===== src/rtl/mimo_backsub_detector.sv =====
// mimo_backsub_detector
//
// Back-substitution symbol detector for the 4x4 MIMO sorted-QR pipeline.
// It solves R*x = y for an upper-triangular real-valued 8x8 R, one row per
// cycle from row 7 down to row 0. Each dimension is sliced to a PAM-4 level
// {-3,-1,+1,+3}. The sorted-order decisions are then scattered back to the
// original antenna columns.
//
// Ports
//   clk        clock, rising edge
//   rst        synchronous active-low reset
//   in_valid   problem inputs valid
//   in_ready   block is idle and can accept a problem
//   Rmat_i     R(r,c) at [(8r+c)*WL +: WL]; only c>=r is used
//   Yarr_i     y(i) at [i*WL +: WL]
//   colorder_i original column index of sorted position k at [3k +: 3]
//   out_valid  result valid
//   out_ready  downstream accepts the result
//   x_o        decision for original column m at [3m +: 3], 3-bit signed
//   diag_err   some R(i,i) <= 0 was seen in this problem
//   perm_err   colorder_i was not a permutation of 0..7
module mimo_backsub_detector #(
    parameter int WL = 16
) (
    input  logic             clk,
    input  logic             rst,
    input  logic             in_valid,
    output logic             in_ready,
    input  logic [64*WL-1:0] Rmat_i,
    input  logic [8*WL-1:0]  Yarr_i,
    input  logic [23:0]      colorder_i,
    output logic             out_valid,
    input  logic             out_ready,
    output logic [23:0]      x_o,
    output logic             diag_err,
    output logic             perm_err
);

    // Residual width: y plus seven terms of magnitude up to 3*|R| cannot
    // exceed 22 * 2^(WL-1), so WL+5 bits never overflow.
    localparam int EW = WL + 5;

    localparam logic [2:0] LVL_P3 = 3'b011;
    localparam logic [2:0] LVL_P1 = 3'b001;
    localparam logic [2:0] LVL_M1 = 3'b111;
    localparam logic [2:0] LVL_M3 = 3'b101;

    typedef enum logic [1:0] {IDLE, SOLVE, REORDER, OUT} state_t;

    state_t            state, state_nx;
    logic [64*WL-1:0]  r_q;
    logic [8*WL-1:0]   y_q;
    logic [23:0]       col_q;
    logic [2:0]        xs [8];
    logic [2:0]        row;
    logic              diag_err_r;

    logic signed [EW-1:0] e;
    logic signed [EW-1:0] two_d;
    logic signed [WL-1:0] d;
    logic                 diag_bad;
    logic [2:0]           xs_new;
    logic [23:0]          x_nx;
    logic                 perm_nx;

    // R(i,j)*x for x in {+-1,+-3} built from a shift and an add.
    function automatic logic signed [EW-1:0] term(input logic [WL-1:0] r,
                                                 input logic [2:0]    x);
        logic signed [EW-1:0] rr;
        logic signed [EW-1:0] mag;
        rr  = {{5{r[WL-1]}}, r};
        mag = (x == LVL_P3 || x == LVL_M3) ? (rr <<< 1) + rr : rr;
        if (x == 3'b000)
            return '0;
        return x[2] ? -mag : mag;
    endfunction

    assign in_ready = rst & (state == IDLE);

    // Residual and slicer for the current row.
    always_comb begin
        // NOTE: every combinational output gets a default first so no path
        // leaves it unassigned and a latch can never be inferred.
        e = {{5{y_q[int'(row)*WL + WL-1]}}, y_q[int'(row)*WL +: WL]};
        for (int j = 0; j < 8; j++) begin
            if (j > int'(row))
                e = e - term(r_q[(8*int'(row)+j)*WL +: WL], xs[j]);
        end
        d        = r_q[(9*int'(row))*WL +: WL];
        two_d    = {{5{d[WL-1]}}, d} <<< 1;
        diag_bad = d[WL-1] || (d == '0);
        if (diag_bad)
            xs_new = LVL_P1;
        else if (e >= two_d)
            xs_new = LVL_P3;
        else if (!e[EW-1])
            xs_new = LVL_P1;
        else if (e >= -two_d)
            xs_new = LVL_M1;
        else
            xs_new = LVL_M3;
    end

    // Scatter sorted decisions back to original columns; a later k
    // overwrites an earlier one when colorder has duplicates.
    always_comb begin
        x_nx    = '0;
        perm_nx = 1'b0;
        for (int k = 0; k < 8; k++)
            x_nx[3*int'(col_q[3*k +: 3]) +: 3] = xs[k];
        for (int a = 0; a < 8; a++)
            for (int b = a + 1; b < 8; b++)
                if (col_q[3*a +: 3] == col_q[3*b +: 3])
                    perm_nx = 1'b1;
    end

    always_comb begin
        state_nx = state;
        case (state)
            IDLE:    if (in_valid)   state_nx = SOLVE;
            SOLVE:   if (row == '0)  state_nx = REORDER;
            REORDER:                 state_nx = OUT;
            OUT:     if (out_ready)  state_nx = IDLE;
            default:                 state_nx = IDLE;
        endcase
    end

    // NOTE: sequential state uses non-blocking assignments so every register
    // samples the pre-edge values of the others.
    always_ff @(posedge clk) begin
        if (!rst) begin
            state      <= IDLE;
            r_q        <= '0;
            y_q        <= '0;
            col_q      <= '0;
            row        <= '0;
            diag_err_r <= 1'b0;
            out_valid  <= 1'b0;
            x_o        <= '0;
            diag_err   <= 1'b0;
            perm_err   <= 1'b0;
            // NOTE: the decision array is small register state, not RAM, and
            // must read as zero after reset, so it is cleared element-wise.
            for (int k = 0; k < 8; k++)
                xs[k] <= '0;
        end else begin
            state <= state_nx;
            case (state)
                IDLE: begin
                    if (in_valid) begin
                        r_q   <= Rmat_i;
                        y_q   <= Yarr_i;
                        col_q <= colorder_i;
                        row   <= 3'd7;
                    end
                end
                SOLVE: begin
                    xs[row] <= xs_new;
                    if (diag_bad)
                        diag_err_r <= 1'b1;
                    if (row != '0)
                        row <= row - 3'd1;
                end
                REORDER: begin
                    x_o       <= x_nx;
                    perm_err  <= perm_nx;
                    diag_err  <= diag_err_r;
                    out_valid <= 1'b1;
                end
                OUT: begin
                    if (out_ready) begin
                        out_valid  <= 1'b0;
                        diag_err_r <= 1'b0;
                    end
                end
                default: ;
            endcase
        end
    end

endmodule


===== config.mk =====
export PLATFORM = sky130hd
export DESIGN_NAME = mimo_backsub_detector
export DESIGN_NICKNAME = d
export VERILOG_FILES = /design/src/rtl/mimo_backsub_detector.sv
export SDC_FILE = /design/constraint.sdc
export NUM_CORES = 2
export LEC_CHECK = 0
export ABC_AREA = 0
export ABC_CLOCK_PERIOD_IN_PS = 22100
export BUFFER_PORTS_ARGS = -buffer_cell sky130_fd_sc_hd__buf_2
export CAP_MARGIN = 20
export CORE_AREA = 2 2 471 473
export DETAILED_ROUTE_END_ITERATION = 6
export DIE_AREA = 0 0 473 475
export GPL_TIMING_DRIVEN = 0
export PLACE_DENSITY = 0.55
export REMOVE_ABC_BUFFERS = 1
export SYNTH_ARGS = -nofsm -noshare
export SYNTH_HDL_FRONTEND = slang
export SYNTH_SLANG_ARGS = --single-unit

===== constraint.sdc =====
create_clock -name clk -period 22.1 [get_ports clk]
set_input_delay 1.105 -clock clk [delete_from_list [all_inputs] [get_ports clk]]
set_output_delay 1.105 -clock clk [all_outputs]
set_load 0.005 [all_outputs]

# After elaboration in Yosys (flattened, before gate mapping)
# Memories as Yosys holds them, arrays and structs flattened.
# Index checks and enable logic that the tools add are counted.
dict set report word_totals {
  regBits 1209
  input_bits 1180
  mem_bits_rw 24
  out_inout_bits 28
  elab_cells 291
  n_memories 1
}
dict set report classes {
  shifts 25
  bitwise_logic 2
  n_reduce_logical 28
  eq_ne 50
  order_cmp 10
  n_mux 116
  n_addsub 40
  mul 9
}
# name words width rd rd_clocked_by_memory_dff wr line
set mem_list {}
lappend mem_list {xs 8 3 8 0 8 54} ;# logic [2:0] xs [8];
# cell n
set ops {}
lappend ops {{$shiftx A1024 B12 Y16} 8}
lappend ops {{$mux W21} 42}
lappend ops {{$neg A5 Y33} 8}
lappend ops {{$shift A3 B33 Y24 const A} 8}
lappend ops {{$shiftx A3 B33 Y24} 8}
lappend ops {{$bwmux W24} 7}
lappend ops {{$neg A21 Y21} 7}
lappend ops {{$shiftx A128 B8 Y16} 1}
lappend ops {{$add A17 B16 Y18} 7}
lappend ops {{$sub A21 B21 Y21} 6}
lappend ops {{$eq A3 B3 Y1} 28}
lappend ops {{$mux W1} 51}
lappend ops {{$mul A2 B3 Y5 const A} 8}
lappend ops {{$add A6 B3 Y7 const B} 4}
lappend ops {{$and A24 B24 Y24} 1}
lappend ops {{$logic_not A3 Y1} 8}
lappend ops {{$eq A3 B2 Y1 const B} 7}
lappend ops {{$eq A3 B3 Y1 const B} 7}
lappend ops {{$ge A21 B17 Y1} 1}
lappend ops {{$ge A21 B21 Y1} 1}
lappend ops {{$mux W3} 7}
lappend ops {{$neg A17 Y21} 1}
lappend ops {{$sub A17 B21 Y21} 1}
lappend ops {{$logic_not A16 Y1} 1}
lappend ops {{26 further kinds} 52}

# Logic depth before layout (Yosys ltp)
dict set report depth {
  ltp_word 29
  mapped_depth 98
  mapped_depth_nobuf 83
}

# Worst setup path before layout
# No wires, ideal clock.
dict set report synth_timing {
  kind {register -> register}
  startpoint {reg row[1]}
  endpoint {mem xs[0][2] (data pin)}
  n_path_buf 15
  slack_ns 4.993
  path_stages_with_launch 93
  setup_time_ns 0.261
  synth_period_minus_slack_ns 17.107
  arrival_time_ns 16.846
  cell_sequence {dfxtp_1 > buf_6 > buf_6 > buf_6 > buf_6 > buf_6 > buf_6 > buf_2 > buf_2 > buf_2 > buf_2 > buf_2 > buf_2 > buf_2 > buf_2 > clkbuf_1 > mux2i_1 > nor2_1 > [... 57 more ...] > xnor2_1 > mux2_2 > ha_1 > a21o_1 > a41oi_1 > and2_1 > mux2i_1 > xnor2_1 > xnor3_1 > xnor3_1 > xnor2_1 > ha_1 > nand4_1 > or3_1 > nor4_1 > a21oi_1 > nand3_1 > nor2_1}
}
# item line
set synth_lines {}
lappend synth_lines {{start, declared} 55} ;# logic [2:0] row;
lappend synth_lines {{start signal, assigned} 162} ;# row <= row - 3'd1;
lappend synth_lines {{end, declared} 54}

==> results.tsv <==
metric	value	unit
tightest_slew	1.411	ns
ys_warn_count	0	
clockRootBuffer	clkbuf_16	
synth_top_area_share	0.3210	
grt_pass1_vias	65220	
drt_iter0_markers	5555	
reg2reg_setup_slack	1.87	ns
final_core_util	0.3781	
core_region_area	219100	um^2
wl	303200	um
hold_violations	0	
required	22.64	ns
layout_worst_path_cycle_share	0.9155	
num_vias	69290	
slowest_stage	nand2_1	
firstDrtPassIters	7	
initial_core_util	0.3146	
finalSetupViolations	0	
synth_compound_area_frac	0.2213	
hpwlAfterDp	233600	um
die_area	224700	um^2
rsz0062_at_grt	false	
worstSetupPathType	reg2reg	
synthXorXnorAreaFrac	0.04550	
relSlewSlack	0.05910	
clk-insertion-delay-late	0.81	ns
slew_violations	0	
pre_cts_ws	2.014	ns
yosysTopAreaCell	dfxtp_1	
hold_path_class	reg2reg	
crit_path_max_incr_delay	0.72	ns
period_minus_slack	20.23	ns
cp-end-kind	flip-flop	
synth_edf_count	16	
grt-ovfl-total	0	
drc	5	
hold_buffers	0	
wl_per_cell	23.36	um
synthAdderAreaFrac	0.06278	
drive_above_1_share	0.1731	
ios	1208	
cts_setup_buffers	0	
violations	DRC	
critPathMostFrequentCell	ha_1	
layout_setup_ws	1.868	ns
clk_pin_slew_worst_paths	0.07	ns
antenna_found_initial	139	
avgSynthCellArea	7.476	um^2
place.gp.congestion	0.9040	
core.rowCount	172	
grt_pass1_wl	432100	um
synth.mux.area_fraction	0.07761	
clock_tree.buffer_depth	3	
synth_area_leaders	dfxtp_1 32%, nand2_1 14%, a21oi_1 10%, ha_1 5.8%, xnor2_1 3.2%	
wl_met1	133200	um
max_clock_freq	49.43	MHz
start_kind	flip-flop	
syn-cell-area	68920	um^2
cts_max_level	4	
cts_tree	built	
layout_commonest_cell	nand2_1	
ctsResizeCount	0	
die_w	473	um
route.met2.wl	138600	um
synthArstFlopShare	0	
worstPathMaxFanout	58	
syn2layout_area_growth	20.19	%
final_cell_mix	2635 x nand2_1, 1430 x a21oi_1, 1102 x dfxtp_1	
maxCapViolCount	0	
synthFlopType	dfxtp_1	
finalSetupTns	0	ns
cts_made_buffers	133	
synth_cell_types	120	
detail-route-antenna-nets	0	
cp.arrival	20.78	ns
synth_top_family_by_area	compound AO/OA/AOI/OAI gates	
syn_inst	9219	
vias_per_cell	5.338	
dr_wl_met3	19150	um
grt_max_degree	163	
synth-seq-cells	1121	
status	complete, but fails checks	
track_usage	0.2588	
synth_simple_gate_area_frac	0.2138	
die_h	475	um
fin_skew	0.02938	ns
layout.nets	11440	
numClockSinks	1121	
yosysSeqAreaShare	0.3279	
numPortBuffers	1095	
routed.top_layer	met5	
kinds of logic (layout without fill, tap and decap cells):
| logic type | after synthesis | in the layout |
|---|---|---|
| simple gates | 3581 | 3581 |
| fa+ha+maj | 338 | 338 |
| mux | 407 | 407 |
| xor+xnor | 354 | 354 |
| compound gates | 2540 | 2540 |
| other cells | 0 | 80 |
| flops | 1121 | 1121 |
| buf+inv | 878 | 1687 |
synth_stat cells (all sizes together) (68+ instances only):
master and count:
xnor2 252, inv 228, o21ai 325, o21a 68, buf 137, a21o 83
nor2 405, ha 321, dfxtp 1105, nand2 2637, mux2 135, nand3 127
mux2i 189, nor3 71, mux4 83, xor2 100, a221oi 127, a21oi 1434
clkbuf 513
metrics by stage:
| step | area, um^2 | hold slack, ns | cells |
|---|---|---|---|
| after global routing | 82760 | 0.4658 | 12950 |
| after detailed placement | 77970 | 0.4427 | 12650 |
| final | 82830 | 0.4501 | 12980 |
| after global placement | 75330 | 0.4373 | 12540 |
| after floorplan | 66260 | 0.4315 | 8569 |
| after CTS | 82550 | 0.4502 | 12890 |
routing by layer:
metal  track usage  vias to the layer above
met5             0                        -
li1              -                    33380
met3       0.04686                      476
met2        0.4183                     2203
met4        0.1051                       92
met1        0.3388                    33130
registers in the layout, indices dropped and copies added, names as in the netlist:
register and cells:
diag_err_r 1, row 3, r_q 912, xs 24
col_q 24, diag_err 1, state 2, perm_err 1
x_o 24, out_valid 1, y_q 128
worst paths after layout:
path | from | to | depth (start not counted)
setup / recovery | row[2] | xs[0][2] | 80
hold / removal | r_q[938] | r_q[938] | 2
setup reg to reg | row[2] | xs[0][2] | 80
hold reg to reg | r_q[938] | r_q[938] | 2
layout make-up:
type	instances	area [um^2]
Antenna cell	80	200.2
Clock inverter	43	639.4
Clock buffer	196	3938
Tap cell	2871	3592
Sequential cell	1121	22610
Timing Repair Buffer	1220	8025
Fill cell	22870	136200
Inverter	228	873.3
Multi-Input combinational cell	7220	42950
worst max-delay path: cells and delay by family, from the launching register on:
kind,cells,cell delay (ns)
AOI/OAI and AO/OA,25,5.71
and+or+nand+nor,24,5.67
adders and majority gates,10,3.24
xor gates and xnor gates,11,2.45
buffers and inverters,8,1.84
DFF,1,0.49
muxes,2,0.35
Power is left out: the tool's default activity adds up to more than one toggle a clock period on the data nets, which glitch-free logic cannot reach.
